[src/rtl/mem_pkg.sv]
// Shared RAM command encodings and arbiter state type.
// The command codes are also used by the CPU, so they must not change.
package mem_pkg;

    localparam logic [1:0] MREAD  = 2'd1;
    localparam logic [1:0] MNONE  = 2'd2;
    localparam logic [1:0] MWRITE = 2'd3;

    typedef enum logic [1:0] {
        IDLE,
        ACCESS,
        RDATA
    } arb_state_t;

    // 2'b00 and MNONE both mean "no request".
    function automatic logic is_req(input logic [1:0] cmd);
        return (cmd == MREAD) || (cmd == MWRITE);
    endfunction

endpackage

[src/rtl/mem_arbiter_if.sv]
// Requester and RAM-side signals of the two-master RAM arbiter.
// The slave modport is the arbiter's view; master is the requesters and the RAM.
interface mem_arbiter_if #(
    parameter int AW = 9,
    parameter int DW = 16
);
    logic [1:0]    r0_cmd;
    logic [AW-1:0] r0_addr;
    logic [DW-1:0] r0_wdata;
    logic          r0_gnt;
    logic [DW-1:0] r0_rdata;
    logic          r0_rvalid;

    logic [1:0]    r1_cmd;
    logic [AW-1:0] r1_addr;
    logic [DW-1:0] r1_wdata;
    logic          r1_gnt;
    logic [DW-1:0] r1_rdata;
    logic          r1_rvalid;

    logic [1:0]    mem_cmd;
    logic [AW-1:0] mem_addr;
    logic [DW-1:0] mem_wdata;
    logic [DW-1:0] mem_rdata;

    modport slave (
        input  r0_cmd, r0_addr, r0_wdata,
        output r0_gnt, r0_rdata, r0_rvalid,
        input  r1_cmd, r1_addr, r1_wdata,
        output r1_gnt, r1_rdata, r1_rvalid,
        output mem_cmd, mem_addr, mem_wdata,
        input  mem_rdata
    );

    modport master (
        output r0_cmd, r0_addr, r0_wdata,
        input  r0_gnt, r0_rdata, r0_rvalid,
        output r1_cmd, r1_addr, r1_wdata,
        input  r1_gnt, r1_rdata, r1_rvalid,
        input  mem_cmd, mem_addr, mem_wdata,
        output mem_rdata
    );

endinterface

[src/rtl/rr_pick2.sv]
// Combinational two-way round-robin picker.
// On a tie the port that did not win last time is chosen.
module rr_pick2 (
    input  logic [1:0] req,
    input  logic       last,
    output logic       win,
    output logic       any
);

    assign any = |req;
    assign win = (req == 2'b11) ? ~last : req[1];

endmodule

[src/rtl/vDFFenable.sv]
// Register with load enable and synchronous active-high clear.
module vDFFenable #(
    parameter int n = 1
) (
    input  logic         clk,
    input  logic         reset,
    input  logic         en,
    input  logic [n-1:0] d,
    output logic [n-1:0] q
);

    // NOTE: clocked state always uses <= so every register samples pre-edge values.
    always_ff @(posedge clk) begin
        if (reset)
            q <= '0;
        else if (en)
            q <= d;
    end

endmodule

[src/rtl/mem_arbiter.sv]
// Round-robin arbiter serialising CPU (port 0) and auxiliary (port 1) accesses
// onto the single-port synchronous-read RAM; every output is registered.
module mem_arbiter
    import mem_pkg::*;
#(
    parameter int AW = 9,
    parameter int DW = 16
) (
    input  logic         clk,
    input  logic         reset,
    mem_arbiter_if.slave bus
);

    arb_state_t    state, state_nxt;
    logic          last_gnt, last_gnt_nxt;
    logic [1:0]    req;
    logic          win, any;
    logic [1:0]    cmd_sel;
    logic [AW-1:0] addr_sel;
    logic [DW-1:0] wdata_sel;
    logic [1:0]    mem_cmd_q, mem_cmd_nxt;
    logic          gnt0_q, gnt1_q, gnt0_nxt, gnt1_nxt;
    logic          rvalid0_q, rvalid1_q, rvalid0_nxt, rvalid1_nxt;
    logic          latch, cap0, cap1;
    logic [AW-1:0] addr_q;
    logic [DW-1:0] wdata_q, rdata0_q, rdata1_q;

    assign req = {is_req(bus.r1_cmd), is_req(bus.r0_cmd)};

    rr_pick2 u_pick (
        .req (req),
        .last(last_gnt),
        .win (win),
        .any (any)
    );

    assign cmd_sel   = win ? bus.r1_cmd   : bus.r0_cmd;
    assign addr_sel  = win ? bus.r1_addr  : bus.r0_addr;
    assign wdata_sel = win ? bus.r1_wdata : bus.r0_wdata;

    always_comb begin
        // NOTE: every output of this block gets a default first so no latch is inferred.
        state_nxt    = state;
        last_gnt_nxt = last_gnt;
        mem_cmd_nxt  = MNONE;
        gnt0_nxt     = 1'b0;
        gnt1_nxt     = 1'b0;
        rvalid0_nxt  = 1'b0;
        rvalid1_nxt  = 1'b0;
        latch        = 1'b0;
        cap0         = 1'b0;
        cap1         = 1'b0;
        case (state)
            IDLE: begin
                if (any) begin
                    latch        = 1'b1;
                    state_nxt    = ACCESS;
                    last_gnt_nxt = win;
                    mem_cmd_nxt  = cmd_sel;
                    gnt0_nxt     = ~win;
                    gnt1_nxt     = win;
                end
            end
            ACCESS: begin
                state_nxt = (mem_cmd_q == MREAD) ? RDATA : IDLE;
            end
            RDATA: begin
                // last_gnt still names the port whose read is in flight.
                state_nxt   = IDLE;
                cap0        = ~last_gnt;
                cap1        = last_gnt;
                rvalid0_nxt = ~last_gnt;
                rvalid1_nxt = last_gnt;
            end
            default: state_nxt = IDLE;
        endcase
    end

    always_ff @(posedge clk) begin
        if (reset) begin
            state     <= IDLE;
            last_gnt  <= 1'b1;
            mem_cmd_q <= MNONE;
            gnt0_q    <= 1'b0;
            gnt1_q    <= 1'b0;
            rvalid0_q <= 1'b0;
            rvalid1_q <= 1'b0;
        end else begin
            state     <= state_nxt;
            last_gnt  <= last_gnt_nxt;
            mem_cmd_q <= mem_cmd_nxt;
            gnt0_q    <= gnt0_nxt;
            gnt1_q    <= gnt1_nxt;
            rvalid0_q <= rvalid0_nxt;
            rvalid1_q <= rvalid1_nxt;
        end
    end

    vDFFenable #(.n(AW)) u_addr (
        .clk(clk), .reset(reset), .en(latch), .d(addr_sel), .q(addr_q)
    );

    vDFFenable #(.n(DW)) u_wdata (
        .clk(clk), .reset(reset), .en(latch), .d(wdata_sel), .q(wdata_q)
    );

    vDFFenable #(.n(DW)) u_rdata0 (
        .clk(clk), .reset(reset), .en(cap0), .d(bus.mem_rdata), .q(rdata0_q)
    );

    vDFFenable #(.n(DW)) u_rdata1 (
        .clk(clk), .reset(reset), .en(cap1), .d(bus.mem_rdata), .q(rdata1_q)
    );

    assign bus.mem_cmd   = mem_cmd_q;
    assign bus.mem_addr  = addr_q;
    assign bus.mem_wdata = wdata_q;
    assign bus.r0_gnt    = gnt0_q;
    assign bus.r1_gnt    = gnt1_q;
    assign bus.r0_rvalid = rvalid0_q;
    assign bus.r1_rvalid = rvalid1_q;
    assign bus.r0_rdata  = rdata0_q;
    assign bus.r1_rdata  = rdata1_q;

endmodule

[src/flat_wrapper.sv]
// flat-port wrapper written by rule: the top's interface ports become plain ports
module mem_arbiter_flat import mem_pkg::*;
#(
    parameter int AW = 9,
    parameter int DW = 16
)
  (clk, reset, bus_r0_cmd, bus_r0_addr, bus_r0_wdata, bus_r0_gnt, bus_r0_rdata, bus_r0_rvalid, bus_r1_cmd, bus_r1_addr, bus_r1_wdata, bus_r1_gnt, bus_r1_rdata, bus_r1_rvalid, bus_mem_cmd, bus_mem_addr, bus_mem_wdata, bus_mem_rdata);
  mem_arbiter_if #(.AW(AW), .DW(DW)) bus_i ();
  input  logic clk;
  input  logic reset;
  input wire logic [$bits(bus_i.r0_cmd)-1:0] bus_r0_cmd;
  input wire logic [$bits(bus_i.r0_addr)-1:0] bus_r0_addr;
  input wire logic [$bits(bus_i.r0_wdata)-1:0] bus_r0_wdata;
  output wire logic [$bits(bus_i.r0_gnt)-1:0] bus_r0_gnt;
  output wire logic [$bits(bus_i.r0_rdata)-1:0] bus_r0_rdata;
  output wire logic [$bits(bus_i.r0_rvalid)-1:0] bus_r0_rvalid;
  input wire logic [$bits(bus_i.r1_cmd)-1:0] bus_r1_cmd;
  input wire logic [$bits(bus_i.r1_addr)-1:0] bus_r1_addr;
  input wire logic [$bits(bus_i.r1_wdata)-1:0] bus_r1_wdata;
  output wire logic [$bits(bus_i.r1_gnt)-1:0] bus_r1_gnt;
  output wire logic [$bits(bus_i.r1_rdata)-1:0] bus_r1_rdata;
  output wire logic [$bits(bus_i.r1_rvalid)-1:0] bus_r1_rvalid;
  output wire logic [$bits(bus_i.mem_cmd)-1:0] bus_mem_cmd;
  output wire logic [$bits(bus_i.mem_addr)-1:0] bus_mem_addr;
  output wire logic [$bits(bus_i.mem_wdata)-1:0] bus_mem_wdata;
  input wire logic [$bits(bus_i.mem_rdata)-1:0] bus_mem_rdata;
  assign bus_i.r0_cmd = bus_r0_cmd;
  assign bus_i.r0_addr = bus_r0_addr;
  assign bus_i.r0_wdata = bus_r0_wdata;
  assign bus_r0_gnt = bus_i.r0_gnt;
  assign bus_r0_rdata = bus_i.r0_rdata;
  assign bus_r0_rvalid = bus_i.r0_rvalid;
  assign bus_i.r1_cmd = bus_r1_cmd;
  assign bus_i.r1_addr = bus_r1_addr;
  assign bus_i.r1_wdata = bus_r1_wdata;
  assign bus_r1_gnt = bus_i.r1_gnt;
  assign bus_r1_rdata = bus_i.r1_rdata;
  assign bus_r1_rvalid = bus_i.r1_rvalid;
  assign bus_mem_cmd = bus_i.mem_cmd;
  assign bus_mem_addr = bus_i.mem_addr;
  assign bus_mem_wdata = bus_i.mem_wdata;
  assign bus_i.mem_rdata = bus_mem_rdata;
  mem_arbiter #(.AW(AW), .DW(DW)) u_core (.clk(clk), .reset(reset), .bus(bus_i));
endmodule
[config.mk]
export PLATFORM = sky130hd
export DESIGN_NAME = mem_arbiter_flat
export DESIGN_NICKNAME = d
export VERILOG_FILES = /design/src/rtl/mem_pkg.sv /design/src/rtl/mem_arbiter_if.sv /design/src/rtl/rr_pick2.sv /design/src/rtl/vDFFenable.sv /design/src/rtl/mem_arbiter.sv /design/src/flat_wrapper.sv
export SDC_FILE = /design/constraint.sdc
export NUM_CORES = 1
export LEC_CHECK = 0
export ABC_AREA = 1
export BUFFER_PORTS_ARGS = -buffer_cell sky130_fd_sc_hd__buf_2
export CORE_MARGIN = 8
export CORE_UTILIZATION = 25
export CTS_CLUSTER_SIZE = 24
export DETAILED_ROUTE_END_ITERATION = 8
export PLACE_DENSITY = 0.44
export SLEW_MARGIN = 20
export SYNTH_ARGS = -nofsm -noshare
export SYNTH_HDL_FRONTEND = slang
export SYNTH_HIERARCHICAL = 1
export SYNTH_SLANG_ARGS = --single-unit
[constraint.sdc]
create_clock -name clk -period 3.5 [get_ports clk]
set_clock_uncertainty 0.15 [all_clocks]
set_input_delay 0.35 -clock clk [delete_from_list [all_inputs] [get_ports clk]]
set_output_delay 0.35 -clock clk [all_outputs]
set_load 0.01 [all_outputs]
# After elaboration in Yosys (flattened, before gate mapping)
# Index checks and enable logic that the tools add are counted.
# Widths: inputs -> output; s select.
# word_totals
n_memories	0
latch_bits	0
rom_bits	0
ram_bits	0
out_inout_bits	63
regBits	66
# op_classes
reduce_logical	6
div_mod_pow	0
muxes	11
bitwise	4
mul	0
n_lt_le_gt_ge	0
shifts	0
add_sub_neg	0
n_eq_ne	9
# op_table
cell	n
$mux 16	1
$mux 9	1
$eq 2x1->1 const B	4
$eq 2x2->1 const B	4
$mux 2	3
$mux 1	5
$not 1->1	4
$pmux 2 s2	1
$reduce_or 3->1	1
$logic_not 2->1	1
$logic_or 1x1->1	2
$ne 2x1->1 const B	1
$reduce_and 2->1	1
$reduce_or 2->1	1

# Logic depth before layout (Yosys ltp)
# Gate-level depths: netlist (run 1).
# logic_depth
depth_word	5
depth_mapped	11
mapped_depth_nobuf	9

# Modules after synthesis
# Netlist (run 1), hierarchy kept.
# by_module_without_submodules
module	area_each_um2	cells_each	n_inst
vDFFenable (u_core.u_rdata0 ...)	670.6	101	3
mem_arbiter	630.6	120	1
vDFFenable (u_core.u_addr)	381.6	57	1
rr_pick2	15.0	3	1

# Least setup slack after synthesis (run 1)
# No wires, ideal clock.
# synth_timing
kind	input port to flip-flop
from	in bus_r1_cmd[0]
to	reg u_core.u_addr.q[0]
path_stages	8
required_ns	3.237
t_arrival_ns	1.266
slack_ns	1.971
n_path_buf	3
setup_ns	0.113
cell_sequence	clkbuf_1 -> or2_1 -> nand2_1 -> inv_1 -> buf_6 -> buf_8 -> nor2_1 -> nor2_1
# synth_between
elab_chain_cells	5
elab_cells_between_ends	9
# synth_rtl
item	line	source
from (decl)	flat_wrapper.sv:17	input wire logic [$bits(bus_i.r1_cmd)-1:0] bus_r1_cmd;
$eq 2x1->1 or $eq 2x2->1 (tied branches)	mem_pkg.sv:17	return (cmd == MREAD) || (cmd == MWRITE);
$logic_or 1x1->1 (*)	mem_pkg.sv:17	
$reduce_or 2->1 (*)	rr_pick2.sv:10	assign any = |req;
named net u_core.any	mem_arbiter.sv:17	logic win, any;
$mux 1 (*)	mem_arbiter.sv:55	if (any) begin
$mux 1 (*)	mem_arbiter.sv:53	case (state)
named net u_core.latch	mem_arbiter.sv:24	logic latch, cap0, cap1;
to (signal assigned)	vDFFenable.sv:15	q <= '0;
to (signal assigned)	vDFFenable.sv:17	q <= d;
to (decl)	vDFFenable.sv:9	output logic [n-1:0] q
# The timed path passes the listed nets; every way through them passes the cells marked *.
# A chain may end at the register's enable or synchronous reset.

# Final worst setup path (run 1)
# layout_timing
from	reg u_core.state[1]
to	reg u_core.u_wdata.q[11]
# layout_between
elab_chain_cells	2
# layout_rtl
item	line	source
from (decl)	mem_arbiter.sv:14	arb_state_t state, state_nxt;
from (signal assigned)	mem_arbiter.sv:89	state <= state_nxt;
$logic_not 2->1	mem_arbiter.sv:53	
$mux 1	mem_arbiter.sv:53	
named net u_core.latch	mem_arbiter.sv:24	
to (signal assigned)	vDFFenable.sv:15	
to (signal assigned)	vDFFenable.sv:17	
to (decl)	vDFFenable.sv:9	
# The timed path passes the listed nets, and every way through them passes these cells.

==> summary.txt, run 1 <==
Cells and area
  • Leading cell type in the layout, fill and taps excluded: nand2_1
  • Area delta synth->final: 33.1%
  • ANT cells: 0
  • Finished Cell Area: 4050 µm²
  • Share of layout cells above drive strength 1: 26.8%
  • Commonest non-fill, non-tap cells in the layout: 194 x nand2_1, 134 x buf_2, 111 x nor2_1
  • Final nets: 683

Critical path
  • Most Frequent Cell on Critical Path: nand2_1
  • Cells along the critical path: nor2_2 -> nand2_1 -> inv_1 -> buf_4 -> nand2_1 -> nand2_1 -> nor2_1
  • Required @ worst endpoint: 3.57 ns
  • RR Startpoint: u_core/state[1]$_SDFFE_PP0P_
  • Worst R2R Path Depth: 7
  • Highest-delay cell along the critical path: inv_1
  • Crit Path Class: reg2reg
  • Worst Path Arrival: 1.93 ns
  • Crit end category: flip-flop
  • CP peak stage delay: 0.43 ns
  • R2r setup slk: 1.64 ns
  • Reg2reg end: u_core/u_wdata/q[11]$_SDFFE_PP0P_
  • CP Launch Type: flip-flop
  • Crit-path max FO: 32

Placement
  • DP Area: 3740 µm²
  • GP Congestion: 0.754
  • I/O Buffers: 134
  • Post-detail-place hpwl: 7.01 mm

Global routing
  • Tot GR Track Use: 11.5%
  • Initial antenna violation count: 0
  • Global-route wire length before repair: 15.0 mm
  • Remaining global-route overflow: 0
  • Number of global-route vias before repair: 3163
  • Pin count of the biggest net entering global routing: 33

Logic synthesis
  • Seq cells post-synth: 66
  • Syn_area_per_cell: 6.29 µm²
  • Post-Syn Nets: 555
  • Synthesized area: 3040 µm²
  • XOR/XNOR Fraction of Synth Area: 0%
  • Synth unique cells: 18
  • Mux cell area share after synthesis: 0%
  • Seq/Total Area, Yosys: 43.5%
  • Largest family of logic cells by synthesized area: simple AND/OR/NAND/NOR gates
  • Synth warn: 6
  • Compound-cell area share of the yosys netlist: 0.576%
  • Synth Area in Adders: 0%
  • Post-Synthesis Cells: 483
  • Simple-gate area share of the yosys netlist: 40.9%

Route
  • Initial DRC Count: 158
  • DRC Markers: 0
  • Vias: 3072
  • Routed wire length: 8.96 mm
  • Initial DRT Pass Iterations: 4
  • Detail Route Antenna Nets: 0
  • Vias per cell: 4.03
  • Routed WL per cell: 11.7 µm

Die
  • Core area: 12000 µm²
  • Die Y: 126 µm
  • Die Area: 15900 µm²
  • Die X: 126 µm
  • Initial Util: 25.4%
  • Row count: 40
  • # IOs: 135

Run
  • Max Cap Viol: 0

Pwr
  • Total power: 1.98 mW
  • VDD IR max: 299 µV
  • Cell leakage power: 2.38 nW
  • Power Density: 489 nW/µm²

Timing
  • Final critical-path required period: 1.86 ns
  • Period utilization: 53.1%
  • Setup_tns: 0 ns
  • Final setup violation count: 0
  • RSZ-0062 raised after global routing: no
  • Slew HR: 62.2%
  • Max Slew Vio Count: 0
  • Worst-Margin Slew: 0.567 ns
  • FMAX: 538 MHz
  • Hold Vio Cnt, Final: 0

Clock network
  • Clock Latency Late Sink: 0.32 ns
  • # Post-CTS Setup Buffers: 0
  • Inserted Clock Buffers: 9
  • CTS tree: yes
  • Htree depth: 3
  • CTS Sinks: 66
  • Post-CTS Hold Buffers: 0
  • Root buffer cell: clkbuf_16
  • Post_cts resized: 0
  • Worst-path clk slew: 0.05 ns
  • Clock Tree Buf Depth: 2

Status
  • Status: completed

Min path
  • HP Class: in2reg
  • Hold Crit Endpoint: u_core/bus.mem_cmd[1]$_SDFF_PP1_
  • Hold path depth: 3
  • Hold path start: bus_r0_cmd[1]
[where the power goes]
part	total, mW	switching (mW)	internal [mW]
clock	0.909	0.320	0.589
combinational	0.263	0.158	0.105
sequential	0.807	0.0196	0.788
[cell type report]
cell class	count	area (µm²)
timing repair buffer	138	701
sequential	66	1320
inverter	70	263
clock inverter	4	50.0
tap	147	184
fill	1356	7920
clock buffer	12	256
multi-input combinational	326	1270
[critical path, delay by kind of cell (launching register included)]
kind / cells / cell delay [ns]
buf+inv: 2 / 0.84
simple gates: 5 / 0.43
flops: 1 / 0.32
[synth_stat cells]
library cell / number / area (µm²)
or2_1: 1 / 6.26
nor2_1: 113 / 424
clkinv_1: 1 / 3.75
nor2_2: 7 / 43.8
nand2_1: 194 / 728
dfxtp_1: 66 / 1320
buf_2: 2 / 10.0
nor3_1: 3 / 15.0
buf_6: 11 / 124
nand3_1: 4 / 20.0
inv_1: 68 / 255
buf_4: 5 / 37.5
nand2_2: 1 / 6.26
buf_8: 1 / 15.0
clkbuf_1: 2 / 7.51
a21boi_1: 1 / 7.51
a21oi_1: 2 / 10.0
inv_2: 1 / 3.75
[worst max path at each step]
stage | end | cells after the start | start
after floorplan | u_core/u_addr/q[0]$_SDFFE_PP0P_ | 8 | bus_r1_cmd[0]
after global routing | u_core/u_wdata/q[4]$_SDFFE_PP0P_ | 7 | u_core/state[1]$_SDFFE_PP0P_
after global placement | u_core/u_wdata/q[10]$_SDFFE_PP0P_ | 8 | bus_r0_cmd[0]
after detailed placement | u_core/u_wdata/q[1]$_SDFFE_PP0P_ | 8 | bus_r0_cmd[0]
final | u_core/u_wdata/q[11]$_SDFFE_PP0P_ | 7 | u_core/state[1]$_SDFFE_PP0P_
after CTS | u_core/u_wdata/q[1]$_SDFFE_PP0P_ | 7 | u_core/state[1]$_SDFFE_PP0P_
[cells by family (layout without fill, tap and decap cells)]
group                  count (synthesis)  count (layout)
AO/OA/AOI/OAI                          3               3
buffers and inverters                 91             224
flip-flops                            66              66
AND/OR/NAND/NOR                      323             323
[metrics by stage]
stage	utilization [%]	setup slack, ns	hold slack, ns	cells
floorplan	-	1.97	0.277	483
global placement	31.3	1.54	0.303	747
detailed placement	31.3	1.48	0.309	747
CTS	33.8	1.61	0.0940	763
global route	33.8	1.41	0.106	763
finish	33.8	1.64	0.102	763
[state kept, by name, summed over array words and instances (netlist names)]
signal                cells
u_core/u_rdata0/q        16
u_core/u_rdata1/q        16
u_core/u_wdata/q         16
u_core/u_addr/q           9
u_core/bus.mem_cmd        2
u_core/state              2
u_core/bus.r0_gnt         1
u_core/bus.r0_rvalid      1
u_core/bus.r1_gnt         1
u_core/bus.r1_rvalid      1
u_core/last_gnt           1
[metal layers]
metal	vias to the layer above	share of wire, %	GRT usage (%)
li1	1635	-	-
met1	1327	45	13.5
met2	100	45	18.8
met3	10	8.4	4.35
met4	0	1.4	4.25
met5	-	0	0
Note: power is estimated with default switching activity, not from simulation.
==> run 2: changes to the inputs <==
==> constraint.sdc (replaced) <==
create_clock -name clk -period 1.93 [get_ports clk]
set_clock_uncertainty 0.15 [all_clocks]
set_input_delay 0.193 -clock clk [delete_from_list [all_inputs] [get_ports clk]]
set_output_delay 0.193 -clock clk [all_outputs]
set_load 0.01 [all_outputs]
==> run 2 against run 1 <==
Net effect: clock power is 93% higher; design area is 1.1% higher; non-clock buffer count is 3 higher; total power increased by 86%; first-iteration DRC count is 4.4% higher; final cell count is 0.26% higher; utilization rose by 0.37 points; largest power group unchanged.
==> summary.txt, run 2 (same netlist as run 1, synthesis figures left out) <==
Status
  • Status: completed

Route
  • Vias: 3090
  • Detail Route Antenna Nets: 0
  • Initial DRT Pass Iterations: 4
  • Routed WL per cell: 11.6 µm
  • DRC Markers: 0
  • Initial DRC Count: 165
  • Routed wire length: 8.87 mm
  • Vias per cell: 4.04

Global routing
  • Global-route wire length before repair: 14.6 mm
  • Initial antenna violation count: 0
  • Number of global-route vias before repair: 3095
  • Remaining global-route overflow: 0
  • Pin count of the biggest net entering global routing: 51
  • Tot GR Track Use: 11.4%

Cells and area
  • Share of layout cells above drive strength 1: 26.4%
  • Area delta synth->final: 34.5%
  • Leading cell type in the layout, fill and taps excluded: nand2_1
  • Final Util: 34.2%
  • ANT cells: 0
  • Final nets: 686
  • Commonest non-fill, non-tap cells in the layout: 194 x nand2_1, 134 x buf_2, 111 x nor2_1
  • Fin cells: 765
  • Largest regs: u_core/u_rdata0/q (16), u_core/u_rdata1/q (16), u_core/u_wdata/q (16)
  • Multi-input gate area: 1270 µm²
  • Register area: 1320 µm²
  • Fillers: 1365

Timing
  • Hold Vio Cnt, Final: 0
  • Max Slew Vio Count: 0
  • FMAX: 581 MHz
  • RSZ-0062 raised after global routing: no
  • Worst-Margin Slew: 0.556 ns
  • Setup_tns: 0 ns
  • Period utilization: 89.2%
  • Final critical-path required period: 1.72 ns
  • Final setup violation count: 0
  • Slew HR: 62.9%

Die
  • Row count: 40
  • Core area: 12000 µm²
  • # IOs: 135
  • Die Y: 126 µm
  • Initial Util: 25.4%
  • Die Area: 15900 µm²
  • Die X: 126 µm

Clock network
  • CTS Sinks: 66
  • CTS tree: yes
  • Htree depth: 3
  • Inserted Clock Buffers: 9
  • Worst-path clk slew: 0.05 ns
  • Root buffer cell: clkbuf_16
  • Clock Tree Buf Depth: 2
  • Post_cts resized: 0
  • Clock Latency Late Sink: 0.32 ns
  • # Post-CTS Setup Buffers: 0

Critical path
  • Required @ worst endpoint: 2.00 ns
  • R2r setup slk: 0.40 ns
  • Crit path to: u_core/u_wdata/q[11]$_SDFFE_PP0P_
  • Crit Path Class: in2reg
  • CP Launch Type: input pin
  • Crit-path max FO: 50
  • Reg2reg end: u_core/u_wdata/q[11]$_SDFFE_PP0P_
  • Worst R2R Path Depth: 7
  • RR Startpoint: u_core/state[1]$_SDFFE_PP0P_
  • Setup crit start: bus_r0_cmd[0]
  • Worst Path Arrival: 1.79 ns
  • Crit end category: flip-flop

Placement
  • DP Cell Count: 747
  • GP Congestion: 0.738
  • Post-detail-place hpwl: 6.94 mm
  • I/O Buffers: 134

Min path
  • HP Class: in2reg

Run
  • Max Cap Viol: 0

Pwr
  • Cell leakage power: 2.40 nW
  • Total power: 3.69 mW
  • VDD IR max: 399 µV
  • Power Density: 902 nW/µm²
## run 2: cell types whose count changed in the layout (fill, tap and decap cells not counted)
cell / before / now
clkinv_2: 1 / 0
clkinvlp_4: 2 / 0
dlygate4sd3_1: 0 / 3
bufinv_16: 1 / 2
clkbuf_1: 1 / 2
## run 2: what timing repair did
action | in CTS | in global routing
setup endpoints to repair | 0 | 0
hold endpoints to repair | 4 | 0
hold buffers | 3 | 0
## run 2: stage by stage
stage	hold slack [ns]	worst slack, ns	area [µm²]
6_report	0.0343	0.208	4090
5_1_grt	0.0527	0.0384	4090
4_1_cts	0.0144	0.218	4090
3_5_place_dp	0.270	0.397	3740
3_3_place_gp	0.272	0.426	3740
2_1_floorplan	0.120	0.558	3040
## run 2: worst min path at each step
stage,from,endpoint,slack [ns],cells after the start
finish,bus_mem_rdata[7],u_core/u_rdata0/q[7]$_SDFFE_PP0P_,0.03,5
global route,bus_r1_cmd[1],u_core/bus.mem_cmd[1]$_SDFF_PP1_,0.05,4
CTS,bus_mem_rdata[14],u_core/u_rdata1/q[14]$_SDFFE_PP0P_,0.01,5
detailed placement,bus_r0_cmd[1],u_core/bus.mem_cmd[1]$_SDFF_PP1_,0.27,3
global placement,bus_r0_cmd[1],u_core/bus.mem_cmd[1]$_SDFF_PP1_,0.27,3
floorplan,reset,u_core/bus.r0_rvalid$_SDFF_PP0_,0.12,1
## run 2: layout make-up
class,count,share of cell area (%)
Timing Repair Buffer,141,17.9
Multi-Input combinational cell,326,31.1
Sequential cell,66,32.3
Tap cell,147,4.50
Clock inverter,2,1.47
Clock buffer,13,6.36
Inverter,70,6.43
## run 2: metal layers
layer / track usage, % / up-vias / part of all wire (%)
li1: - / 1641 / -
met5: 0 / - / 0
met4: 4.25 / 0 / 0.96
met1: 12.8 / 1344 / 45
met2: 18.4 / 99 / 45
met3: 5.40 / 6 / 9.2
## run 2: worst max-delay path, stage by stage
cell	delay, ns
dlygate4sd3_1	0.53
buf_2	0.13
or2_1	0.14
nand2_1	0.08
inv_1	0.06
buf_4	0.42
nand2_1	0.11
nand2_1	0.07
nor2_1	0.04
## run 2: report_power, final
part	switching, mW	internal, mW
clock network	0.552	1.19
registers	0.0345	1.43
logic	0.286	0.195
==> run 3: changes to the inputs <==
==> constraint.sdc (replaced) <==
create_clock -name clk -period 1.93 [get_ports clk]
set_clock_uncertainty 0.15 [all_clocks]
set_input_delay 0.386 -clock clk [delete_from_list [all_inputs] [get_ports clk]]
set_output_delay 0.386 -clock clk [all_outputs]
set_load 0.01 [all_outputs]
==> run 3 against run 2 <==
Net effect: final cell count decreased by 0.52%; clock power shrank 21%; die area unchanged; critical path type is now reg2reg; critical endpoint is now u_core/u_wdata/q[15]$_SDFFE_PP0P_.
==> summary.txt, run 3 (same netlist as run 1, synthesis figures left out) <==
Pwr
  • VDD IR max: 306 µV
  • Power Density: 834 nW/µm²
  • Cell leakage power: 2.35 nW
  • Total power: 3.33 mW

Clock network
  • CTS Sinks: 66
  • Post_cts resized: 0
  • Root buffer cell: clkbuf_16
  • Post-CTS Hold Buffers: 0
  • Htree depth: 3
  • CTS tree: yes
  • Clock Tree Buf Depth: 2
  • Inserted Clock Buffers: 9
  • Clock Latency Late Sink: 0.32 ns
  • # Post-CTS Setup Buffers: 0
  • Worst-path clk slew: 0.05 ns

Timing
  • Period utilization: 80.9%
  • RSZ-0062 raised after global routing: no
  • Setup_tns: 0 ns
  • Worst-case hold slack: 0.141 ns
  • Slew HR: 65.6%
  • Final setup violation count: 0
  • Final setup margin: 0.368 ns
  • FMAX: 640 MHz
  • Max Slew Vio Count: 0
  • Hold Vio Cnt, Final: 0
  • Final critical-path required period: 1.56 ns
  • Worst-Margin Slew: 0.515 ns

Critical path
  • CP Launch Type: flip-flop
  • Worst Path Arrival: 1.67 ns
  • Required @ worst endpoint: 2.04 ns
  • Crit end category: flip-flop
  • Crit-path max FO: 28
  • Crit Path Class: reg2reg

Cells and area
  • Share of layout cells above drive strength 1: 26.2%
  • Final nets: 684
  • Area delta synth->final: 31.2%
  • Fin cells: 761
  • Final Util: 33.3%
  • Leading cell type in the layout, fill and taps excluded: nand2_1
  • ANT cells: 0
  • Commonest non-fill, non-tap cells in the layout: 194 x nand2_1, 134 x buf_2, 111 x nor2_1
  • Fillers: 1372
  • Finished Cell Area: 3990 µm²
  • Largest regs: u_core/u_rdata0/q (16), u_core/u_rdata1/q (16), u_core/u_wdata/q (16)

Placement
  • GP Congestion: 0.784
  • I/O Buffers: 134
  • DP Area: 3750 µm²
  • Post-detail-place hpwl: 7.09 mm
  • Dpl ws: 0.285 ns
  • DP Cell Count: 748

Die
  • Die Y: 126 µm
  • Die Area: 15900 µm²
  • Row count: 40
  • # IOs: 135
  • Initial Util: 25.4%
  • Die X: 126 µm
  • Core area: 12000 µm²

Route
  • Routed WL per cell: 11.8 µm
  • Routed wire length: 9.00 mm
  • DRC Markers: 0
  • Vias per cell: 4.06
  • Initial DRT Pass Iterations: 4
  • Detail Route Antenna Nets: 0
  • Vias: 3092
  • Initial DRC Count: 108

Global routing
  • Remaining global-route overflow: 0
  • Tot GR Track Use: 11.5%
  • Initial antenna violation count: 0
  • Pin count of the biggest net entering global routing: 33
  • Number of global-route vias before repair: 3153
  • Global-route wire length before repair: 14.7 mm

Status
  • Status: completed

Run
  • Max Cap Viol: 0

Min path
  • HP Class: in2reg
run 3: cell types whose count changed in the layout (fill, tap and decap cells not counted), sizes merged:
cell / delta
clkinv: +1
bufinv: -2
buf: +1
dlygate4sd3: -3
clkbuf: -1
run 3: critical path: stages (launching register included):
cell,delay [ns]
dfxtp_1,0.45
a21oi_2,0.12
inv_2,0.35
nand2_1,0.10
nand2_1,0.09
inv_1,0.04
nand2_1,0.05
nand2_1,0.06
nor2_1,0.10
run 3: power by group:
group / switching (mW) / total [mW] / internal, mW / leakage (nW)
clock network: 0.540 / 1.38 / 0.845 / 0.118
logic: 0.286 / 0.479 / 0.193 / 1.70
registers: 0.0343 / 1.46 / 1.43 / 0.539
total: 0.860 / 3.33 / 2.47 / 2.35
run 3: worst paths after layout:
kind | from | endpoint | slack [ns] | cells past startpoint
max | u_core/last_gnt$_SDFFE_PP1P_ | u_core/u_wdata/q[15]$_SDFFE_PP0P_ | 0.37 | 8
min | bus_r0_cmd[1] | u_core/bus.mem_cmd[1]$_SDFF_PP1_ | 0.14 | 3
max reg2reg | u_core/last_gnt$_SDFFE_PP1P_ | u_core/u_wdata/q[15]$_SDFFE_PP0P_ | 0.37 | 8
min reg2reg | u_core/bus.mem_cmd[0]$_SDFF_PP0_ | u_core/state[1]$_SDFFE_PP0P_ | 0.31 | 2
run 3: final cells by class:
type	count	area (µm²)	area share (%)
flip-flops and latches	66	1320	33.1
repair buffers	139	708	17.8
inverters	70	263	6.59
clock buffers	12	236	5.93
clock inverters	1	5.00	0.126
well taps	147	184	4.61
multi-input cells	326	1270	31.8
run 3: layer usage:
metal / track usage (%) / vias to the layer above / share of wire [%]
met3: 6.50 / 6 / 10
li1: - / 1639 / -
met2: 18.8 / 103 / 45
met5: 0 / - / 0
met1: 12.4 / 1344 / 44
met4: 3.40 / 0 / 1.0
